--- src/rtl/accum_sched.sv ---
// accum_sched: round-robin scheduler sharing one accumulator among NREQ requesters.
// Optional idle watchdog enabled by defining ACCUM_SCHED_TIMEOUT_EN.
module accum #(
  parameter int DW = 8
) (
  input  logic          clk,
  input  logic          rst,
  input  logic          clr,
  input  logic          en,
  input  logic [DW-1:0] data,
  output logic [DW-1:0] q
);
  always_ff @(posedge clk or posedge rst)
    if (rst) q <= '0;
    else if (clr) q <= '0;
    else if (en) q <= q + data;
endmodule

module accum_sched #(
  parameter int NREQ    = 4,
  parameter int DW      = 8,
  parameter int CW      = 8,
  parameter int TMO_CYC = 16
) (
  input  logic                     clk,
  input  logic                     rst,
  input  logic [NREQ-1:0]          req_valid,
  input  logic [NREQ-1:0]          req_last,
  input  logic [NREQ*DW-1:0]       req_data,
  output logic [NREQ-1:0]          req_ready,
  output logic                     res_valid,
  input  logic                     res_ready,
  output logic [DW-1:0]            res_data,
  output logic [$clog2(NREQ)-1:0]  res_id,
  output logic [CW-1:0]            res_beats,
  output logic                     res_err
);
  localparam int IW = $clog2(NREQ);
  localparam logic [1:0] IDLE = 2'd0, ACC = 2'd1, DONE = 2'd2;
  logic [1:0] state;
  logic [IW-1:0] ptr, g, sel;
  logic [CW-1:0] cnt;
  logic [DW-1:0] acc_q;
  logic grant, fire, tmo;
  function automatic logic [IW-1:0] wrap(input logic [IW:0] k);
    return (k >= (IW+1)'(NREQ)) ? IW'(k - (IW+1)'(NREQ)) : IW'(k);
  endfunction
  // lowest offset from ptr wins, so scan offsets from high to low
  always_comb begin
    sel = ptr;
    for (int i = NREQ - 1; i >= 0; i--)
      if (req_valid[wrap({1'b0, ptr} + (IW+1)'(i))]) sel = wrap({1'b0, ptr} + (IW+1)'(i));
  end
  assign grant = state == IDLE && |req_valid;
  assign fire  = state == ACC && req_valid[g];
`ifdef ACCUM_SCHED_TIMEOUT_EN
  localparam int TW = $clog2(TMO_CYC + 1);
  logic [TW-1:0] wd;
  logic err;
  assign tmo = state == ACC && !req_valid[g] && wd == TW'(TMO_CYC - 1);
  always_ff @(posedge clk or posedge rst)
    if (rst) begin
      wd  <= '0;
      err <= 1'b0;
    end else begin
      wd <= (state == ACC && !req_valid[g]) ? wd + 1'b1 : '0;
      if (grant) err <= 1'b0;
      else if (tmo) err <= 1'b1;
    end
  assign res_err = res_valid && err;
`else
  // TMO_CYC only matters with the watchdog built; this keeps it referenced
  assign tmo     = TMO_CYC < 0;
  assign res_err = 1'b0;
`endif
  always_ff @(posedge clk or posedge rst)
    if (rst) begin
      state <= IDLE;
      ptr   <= '0;
      g     <= '0;
      cnt   <= '0;
    end else begin
      if (grant) begin
        g     <= sel;
        cnt   <= '0;
        state <= ACC;
      end
      if (fire) cnt <= &cnt ? cnt : cnt + 1'b1;
      if ((fire && req_last[g]) || tmo) state <= DONE;
      if (state == DONE && res_ready) begin
        ptr   <= wrap({1'b0, g} + 1'b1);
        state <= IDLE;
      end
    end
  accum #(.DW(DW)) u_accum (
    .clk  (clk),
    .rst  (rst),
    .clr  (grant),
    .en   (fire),
    .data (req_data[g*DW +: DW]),
    .q    (acc_q)
  );
  assign req_ready = state == ACC ? NREQ'(1) << g : '0;
  assign res_valid = state == DONE;
  assign res_data  = res_valid ? acc_q : '0;
  assign res_id    = res_valid ? g : '0;
  assign res_beats = res_valid ? cnt : '0;
endmodule

--- config.mk ---
export PLATFORM = sky130hd
export DESIGN_NAME = accum_sched
export DESIGN_NICKNAME = d
export VERILOG_FILES = /design/src/rtl/accum_sched.sv
export SDC_FILE = /design/constraint.sdc
export NUM_CORES = 1
export LEC_CHECK = 0
export ABC_AREA = 1
export CAP_MARGIN = 20
export CELL_PAD_IN_SITES_DETAIL_PLACEMENT = 1
export CELL_PAD_IN_SITES_GLOBAL_PLACEMENT = 1
export CORE_AREA = 3 3 78 95
export CTS_BUF_LIST = sky130_fd_sc_hd__clkbuf_8
export CTS_CLUSTER_SIZE = 40
export DETAILED_ROUTE_END_ITERATION = 8
export DIE_AREA = 0 0 81 98
export PLACE_DENSITY = 0.77
export SYNTH_ARGS = -nofsm -noshare
export SYNTH_HDL_FRONTEND = slang
export SYNTH_SLANG_ARGS = --single-unit
--- constraint.sdc ---
create_clock -name clk -period 5.8 [get_ports clk]
set_clock_uncertainty 0.2 [all_clocks]
set_input_delay 1.16 -clock clk [delete_from_list [all_inputs] [get_ports clk]]
set_output_delay 1.16 -clock clk [all_outputs]
set_load 0.05 [all_outputs]
== Word level (Yosys, flattened, before mapping) ==
Index checks and enable logic that the tools add are counted.

* Flip-flop bits (word level): 22
* Word-level logic and storage cells: 74

* $add $sub $neg: 11
* $lt $le $gt $ge: 10
* Eq/ne operators: 3
* Shifts and indexed selects: 2
* Muxes and demuxes: 33
* Reduce and logical (&&, ||, !) cells: 10

{| class="wikitable"
|+ Operator list
! cell !! count
|-
| 8-bit two-way mux || 7
|-
| 32-bit by 6-bit variable part select with 8-bit output || 1
|-
| 2-bit two-way mux || 13
|-
| 2-bit by 3-bit less-than comparator with 1-bit output (second input constant) || 5
|-
| 1-bit binary-select mux with 2-bit select || 6
|-
| 3-bit >= comparator (second input constant) || 4
|-
| 2-bit by 1-bit subtractor with 2-bit output (second input constant) || 5
|-
| 8-bit by 1-bit adder with 8-bit output (second input constant) || 1
|-
| 8-bit adder || 1
|-
| 8-bit AND reduction || 1
|-
| 2-bit by 1-bit adder with 3-bit output (second input constant) || 2
|-
| 2-bit by 2-bit adder with 3-bit output (second input constant) || 2
|-
| 1-bit two-way mux || 6
|-
| 1-bit logical AND || 4
|-
| 4-bit two-way mux || 1
|-
| 4-bit OR reduction || 1
|-
| 1-bit by 2-bit left shift with 4-bit output (first input constant) || 1
|-
| 2-bit by 3-bit >= comparator with 1-bit output (second input constant) || 1
|-
| 3-bit nonzero test || 1
|-
| 2-bit by 1-bit equality test with 1-bit output (second input constant) || 1
|-
| 2-bit equality test (second input constant) || 1
|-
| 2-bit logical NOT || 1
|-
| 2-bit != test (second input constant) || 1
|-
| 2-bit AND reduction || 1
|-
| 2-bit nonzero test || 1
|}

== Logic depth before layout (Yosys ltp) ==
Gate-level depths: netlist of the first run.

* Depth in word-level cells: 9
* Depth in mapped cells: 13
* Mapped depth without buffers: 11

== By module ==
A second synthesis of the first run with hierarchy kept.

* Cells, all modules: 314
* Area total of the unflattened synthesis: 2040.7 um2

{| class="wikitable"
|+ By module, submodules not included
! module !! times used !! cells each !! area each (um2) !! seq. area each (um2)
|-
| accum_sched || 1 || 234 || 1422.6 || 350.3
|-
| accum || 1 || 80 || 618.1 || 200.2
|}

== Least setup slack after synthesis of the first run ==
OpenSTA, ideal clock, no wires.

* Path type: flip-flop to output port
* Start: reg state[0]
* End: out res_beats[0]
* Arrival: 2.464 ns
* Setup slack: 1.976 ns
* Cell stages (with the launch flop): 5
* Cells stage by stage: dfrtp_1 -> nor2_1 -> clkinv_1 -> clkbuf_1 -> nor2_1

* Longest elaborated chain between the ends: 2

{| class="wikitable"
|+ RTL lines
! item !! line !! RTL
|-
| from (decl) || 40 || <nowiki>logic [1:0] state;</nowiki>
|-
| from (signal assigned) || 78 || <nowiki>state <= IDLE;</nowiki>
|-
| from (signal assigned) || 86 || <nowiki>state <= ACC;</nowiki>
|-
| from (signal assigned) || 89 || <nowiki>if ((fire && req_last[g]) || tmo) state <= DONE;</nowiki>
|-
| 2-bit equality test || 104 || <nowiki>assign res_valid = state == DONE;</nowiki>
|-
| named net res_valid || 31 || <nowiki>output logic res_valid,</nowiki>
|-
| 8-bit two-way mux || 107 || <nowiki>assign res_beats = res_valid ? cnt : '0;</nowiki>
|-
| to (decl) || 35 || <nowiki>output logic [CW-1:0] res_beats,</nowiki>
|}

The timed path passes the listed nets, and every way through them passes these cells.

== Worst setup path in the final report of the first run ==
* Start: reg g[0]
* End: out req_ready[0]

* Longest elaborated chain between the ends: 2

{| class="wikitable"
|+ RTL lines
! item !! line !! RTL
|-
| from (decl) || 41 || <nowiki>logic [IW-1:0] ptr, g, sel;</nowiki>
|-
| from (signal assigned) || 84 || <nowiki>g <= sel;</nowiki>
|-
| 1-bit by 2-bit left shift with 4-bit output || 103 || <nowiki>assign req_ready = state == ACC ? NREQ'(1) << g : '0;</nowiki>
|-
| 4-bit two-way mux || 103 ||
|-
| to (decl) || 30 || <nowiki>output logic [NREQ-1:0] req_ready,</nowiki>
|}

Every way passes these cells.

==> run_results.csv, run 1 <==
group,metric,value,unit
finish,antenna_cells,0,
outcome,status,"completed",
pwr,p_comb_share,19.8,%
logic_synthesis,ys_warn_count,0,
timing,post-route-period-util,66.8,%
grt,grt_pass1_wl,10800,µm
critical_path,arrival,2510,ps
timing,fin_crit,3870,ps
finish,layout-drive-gt1-share,3.29,%
clock_network,cts_htree_levels,1,
grt,grt_antenna_before_repair,0,
pwr,switchingPower,0.0801,mW
critical_path,worstPathCellList,"inv_2 -> ha_1 -> inv_1 -> nor2_1 -> clkdlybuf4s50_1",
floorplanning,fp.dieW,81,µm
grt,grt_max_degree,27,
grt,grt_pass1_vias,2256,
timing,finalWorstSetupSlack,1930,ps
timing,worst_slew_pin_slew,874,ps
logic_synthesis,synth_ff_type,"dfrtp_1",
logic_synthesis,async_reset_ff_share,100,%
timing,timing.final.max_slew_violations,0,
finish,fin_nets,422,
pwr,p_per_area,121,nW/µm²
finish,final_cell_area,2730,µm²
placed_design,placed_area,2680,µm²
timing,fmax,258,MHz
pwr,p_int,0.250,mW
pwr,ir_drop,0.0601,mV
logic_synthesis,seq_area_frac_synth,28.0,%
logic_synthesis,postSynthCellCount,305,
route,routed_wl,6420,µm
route,drc,0,
clock_network,cts.sinks,22,
grt,track_usage,16.7,%
finish,fin_util,42.1,%
clock_network,clk_latency,260,ps
finish,area_delta_synth_final,39.0,%
timing,rsz0062_at_grt,"no",
logic_synthesis,syn-mean-instance-area,6.44,µm²
pwr,cellLeakagePower,1.31,nW
placed_design,dp_slack,2190,ps
placed_design,place_congestion,0.827,
pwr,swShare,24.3,%
pwr,p_seq_share,46.4,%
clock_network,clk_pin_slew,80,ps
critical_path,path_max_fanout,26,
finish,nFillCells,860,
critical_path,critical_path_class,"register to output pin",
floorplanning,die_h,98,µm
clock_network,cts_buffer_depth,2,
logic_synthesis,ys_seq_elements,22,
critical_path,end_kind,"output pin",
floorplanning,initial_core_util,30.3,%
route,postRouteAntennaNets,0,
clock_network,cts_setup_buffers,0,
placed_design,hpwl,5000,µm
placed_design,portBuffers,65,
timing,finalHoldViolCount,0,
timing,tns,0,ps
critical_path,startpoint_type,"register",
clock_network,cts_resized,0,
timing,relSlewSlack,41.6,%
grt,grt-ovfl-total,0,
timing,setup_viol,0,
floorplanning,coreArea,6490,µm²
pwr,clkPwrFrac,33.8,%
clock_network,cts-root-buf,"clkbuf_8",
hold_path,hold_path_class,"register to register",
clock_network,cts_buffers,3,
logic_synthesis,syn_area,1960,µm²
logic_synthesis,synth.distinct_cells,30,
run,cap_violations,0,
floorplanning,io_pins,67,
route,first_pass_iters,4,
floorplanning,die_area,7940,µm²
logic_synthesis,synth_edf_count,0,
critical_path,critPathMaxStageDelay,840,ps
critical_path,cp_slowest_cell,"dfrtp_1",
route,drt_iter0_drc,81,
logic_synthesis,synth_nets,361,
route,vias,2160,
clock_network,cts_tree,"done",
route,routedWlPerCell,14.3,µm
route,viasPerCell,4.80,
critical_path,required,4440,ps
floorplanning,row_count,32,
pwr,finalPower,0.330,mW
clock_network,hold_buffers,0,
-- power by group through the flow --
stage | Sequential [mW] | Combinational (mW) | Clock (mW)
final | 0.153 | 0.0655 | 0.112
after global routing | 0.153 | 0.0733 | 0.122
after CTS | 0.153 | 0.0662 | 0.115
after detailed placement | 0.156 | 0.0653 | 0
after global placement | 0.156 | 0.0649 | 0
after floorplan | 0.156 | 0.0286 | 0
-- metrics by stage --
step | std cells | hold WS [ps]
global placement | 446 | 303
finish | 450 | 349
global route | 450 | 381
detailed placement | 446 | 311
CTS | 450 | 354
floorplan | 305 | 280
-- flip-flops by register name, summed over array words and instances, names as in the netlist --
register / cells
state: 2
cnt: 8
ptr: 2
u_accum.q: 8
g: 2
-- path summary, 6_finish.rpt --
| kind | startpoint | to | slack, ps | cells after the start |
|---|---|---|---|---|
| setup / recovery | g[0] | req_ready[0] | 1930 | 5 |
| hold reg to reg | u_accum.q[7] | u_accum.q[7] | 350 | 2 |
| min in group asynchronous | rst | ptr[1] | 1180 | 2 |
| setup reg to reg | g[0] | u_accum.q[4] | 2720 | 9 |
| max in group asynchronous | rst | cnt[5] | 3680 | 2 |
| hold / removal | u_accum.q[7] | u_accum.q[7] | 350 | 2 |
-- cell families after synthesis --
group / share of synthesized area, %
and+or+nand+nor: 31.0
adders and majority gates: 8.66
DFF: 28.0
AOI/OAI and AO/OA: 16.2
buffers and inverters: 11.8
muxes: 0.510
xor gates and xnor gates: 3.57
other: 0.191
-- cells in the mapped netlist (all sizes together), types with 2 or more instances --
cell type	instances	area [µm²]
nand3	23	120
nor2	47	176
o21ai	33	165
clkbuf	2	7.51
dfrtp	22	551
buf	7	37.5
o22ai	12	75.1
a21oi	9	56.3
xor2	7	61.3
nand2	67	267
inv	49	184
nand4	4	25.0
ha	12	150
-- placed cells by master (no fill, tap or decap), drive strengths merged --
cell / count
o21bai: 1
xor2: 7
fa: 1
nand4: 4
and2: 1
nor2: 47
a22oi: 1
conb: 1
inv: 49
clkbuf: 4
a21oi: 9
o22ai: 12
nand3b: 1
o21ai: 33
or2: 1
mux2i: 1
o211ai: 1
clkdlybuf4s50: 65
nand3: 23
ha: 12
xnor2: 1
nand2: 67
dfrtp: 22
clkinv: 1
-- worst max-delay path: cells and delay by family (launching register included) --
kind | cells | cell delay (ps)
adders and majority gates | 1 | 290
buffers and inverters | 3 | 1080
DFF | 1 | 840
and+or+nand+nor | 1 | 40
-- metal layers --
metal / GRT usage, % / vias up / part of all wire, %
li1: - / 1092 / -
met1: 22.2 / 1011 / 44
met2: 29.0 / 53 / 50
met3: 2.21 / 4 / 5.3
met4: 2.34 / 0 / 0.62
met5: 0 / - / 0
-- final cells by class --
cell class | instances | area (µm²) | share of cell area, %
tap | 85 | 106 | 3.89
inverter | 50 | 188 | 6.87
multi-input combinational | 224 | 1180 | 43.2
clock buffer | 4 | 55.1 | 2.02
sequential | 22 | 551 | 20.2
timing repair buffer | 65 | 651 | 23.8
(Power assumes the default switching activity.)
==> inputs of run 2 (changes only) <==
--- a/config.mk
+++ b/config.mk
@@ -9,11 +9,11 @@
 export CAP_MARGIN = 20
 export CELL_PAD_IN_SITES_DETAIL_PLACEMENT = 1
 export CELL_PAD_IN_SITES_GLOBAL_PLACEMENT = 1
-export CORE_AREA = 3 3 78 95
+export CORE_AREA = 3 3 80 97
 export CTS_BUF_LIST = sky130_fd_sc_hd__clkbuf_8
 export CTS_CLUSTER_SIZE = 40
 export DETAILED_ROUTE_END_ITERATION = 8
-export DIE_AREA = 0 0 81 98
+export DIE_AREA = 0 0 83 100
 export PLACE_DENSITY = 0.77
 export SYNTH_ARGS = -nofsm -noshare
 export SYNTH_HDL_FRONTEND = slang
==> constraint.sdc (replaced) <==
create_clock -name clk -period 3.2 [get_ports clk]
set_clock_uncertainty 0.2 [all_clocks]
set_input_delay 0.64 -clock clk [delete_from_list [all_inputs] [get_ports clk]]
set_output_delay 0.64 -clock clk [all_outputs]
set_load 0.05 [all_outputs]
==> run 2 against run 1 <==
Via count up 0.51%. Sequential power grew 82%. Cell area shrank 0.64%. Global-route usage fell by 0.91 points. Die area rose by 4.6%. Cell count up 1.3%. First-iteration DRC count shrank 25%. Wire length increased by 0.39%. Critical path type unchanged. Largest cell class unchanged. Highest routed layer unchanged.
==> run_results.csv, run 2 (same netlist as run 1, synthesis figures left out) <==
group,metric,value,unit
placed_design,portBuffers,65,
timing,fmax,348,MHz
timing,relSlewSlack,41.0,%
timing,worst_hold_slack,347,ps
timing,tns,0,ps
floorplanning,die_h,100,µm
floorplanning,die_area,8300,µm²
floorplanning,initial_core_util,28.7,%
finish,layout-drive-gt1-share,10.3,%
floorplanning,coreArea,6850,µm²
route,viasPerCell,4.76,
hold_path,whs_path_depth,2,
finish,final_cell_area,2710,µm²
grt,grt_antenna_before_repair,0,
clock_network,hold_buffers,0,
critical_path,r2r_slack,540,ps
finish,multiInputGateArea,1180,µm²
critical_path,critical_path_class,"register to output pin",
finish,seq_area,551,µm²
finish,fin_nets,426,
clock_network,cts_buffer_depth,2,
timing,setup_viol,0,
critical_path,arrival,2030,ps
timing,timing.final.max_slew_violations,0,
route,drt_iter0_drc,61,
hold_path,hold_path_class,"register to register",
clock_network,cts_resized,0,
finish,top_regs,"cnt (8), u_accum.q (8)",
finish,nFillCells,927,
finish,final_cell_mix,"63 x nand2_1, 48 x inv_1, 46 x nor2_1",
critical_path,reg2reg_from,"g[0]",
placed_design,hpwl,5190,µm
critical_path,crit_start,"g[0]",
critical_path,startpoint_type,"register",
pwr,cellLeakagePower,1.37,nW
floorplanning,fp.dieW,83,µm
critical_path,cp_slowest_cell,"clkdlybuf4s50_1",
critical_path,path_max_fanout,12,
clock_network,cts_setup_buffers,0,
route,first_pass_iters,4,
finish,antenna_cells,0,
route,routed_wl,6450,µm
grt,track_usage,15.8,%
grt,grt-ovfl-total,0,
critical_path,endpoint,"req_ready[3]",
pwr,p_per_area,221,nW/µm²
run,cap_violations,0,
placed_design,place_congestion,0.840,
clock_network,cts_htree_levels,1,
placed_design,placed_area,2660,µm²
timing,fin_crit,2870,ps
route,postRouteAntennaNets,0,
timing,post-route-period-util,89.8,%
finish,area_delta_synth_final,38.2,%
critical_path,end_kind,"output pin",
pwr,ir_drop,0.264,mV
grt,grt_max_degree,23,
grt,grt_pass1_vias,2289,
grt,grt_pass1_wl,10900,µm
timing,rsz0062_at_grt,"no",
critical_path,rr_worst_depth,9,
route,vias,2171,
clock_network,cts_tree,"done",
timing,finalWorstSetupSlack,326,ps
outcome,status,"completed",
placed_design,dp_slack,409,ps
floorplanning,row_count,33,
finish,layout_commonest_cell,"nand2_1",
critical_path,required,2360,ps
floorplanning,io_pins,67,
critical_path,worstReg2RegEnd,"u_accum.q[4]",
clock_network,clk_latency,270,ps
timing,finalHoldViolCount,0,
critical_path,critPathMaxStageDelay,820,ps
clock_network,cts_buffers,3,
clock_network,clk_pin_slew,80,ps
timing,worst_slew_pin_slew,883,ps
critical_path,worstPathCellList,"ha_1 -> inv_1 -> nor2_1 -> clkdlybuf4s50_1",
route,routedWlPerCell,14.1,µm
route,drc,0,
clock_network,cts-root-buf,"clkbuf_8",
clock_network,cts.sinks,22,
## run 2: cell types whose count changed in the layout (fill, tap and decap cells not counted), sizes merged
cell	previous run	this run
buf	0	25
clkdlybuf4s50	65	44
## run 2: where the power goes
group          switching, mW  internal (mW)
sequential                 0          0.278
clock                 0.0955          0.110
combinational         0.0500         0.0665
total                  0.145          0.454
## run 2: worst min-delay path by stage
stage	start	end
CTS	u_accum.q[7]	u_accum.q[7]
global route	u_accum.q[7]	u_accum.q[7]
detailed placement	u_accum.q[7]	u_accum.q[7]
floorplan	u_accum.q[7]	u_accum.q[7]
global placement	u_accum.q[7]	u_accum.q[7]
finish	u_accum.q[7]	u_accum.q[7]
## run 2: final cells by class
| class | count | share of cell area [%] |
|---|---|---|
| Sequential cell | 22 | 20.3 |
| Inverter | 50 | 6.92 |
| Tap cell | 87 | 4.01 |
| Clock buffer | 4 | 2.03 |
| Multi-Input combinational cell | 224 | 43.6 |
| Timing Repair Buffer | 69 | 23.1 |
## run 2: layer usage
layer / vias up / track usage, % / share of wire (%)
met1: 1009 / 19.5 / 45
met5: - / 0 / 0
met4: 0 / 2.77 / 1.4
li1: 1098 / - / -
met3: 9 / 3.04 / 4.2
met2: 55 / 28.8 / 49
## run 2: worst max-delay path, delay by kind of cell (launching register included)
kind	cells	cell delay [ps]
buffers and inverters	2	860
flip-flops	1	590
adder cells (fa/ha/maj)	1	220
AND/OR/NAND/NOR	1	90
## run 2: stage by stage
step	util [%]	power (mW)	cells
final	39.6	0.600	456
after detailed placement	38.8	0.401	452
after global placement	38.8	0.398	452
after global routing	39.6	0.631	456
after CTS	39.6	0.611	456
after floorplan	-	0.335	305
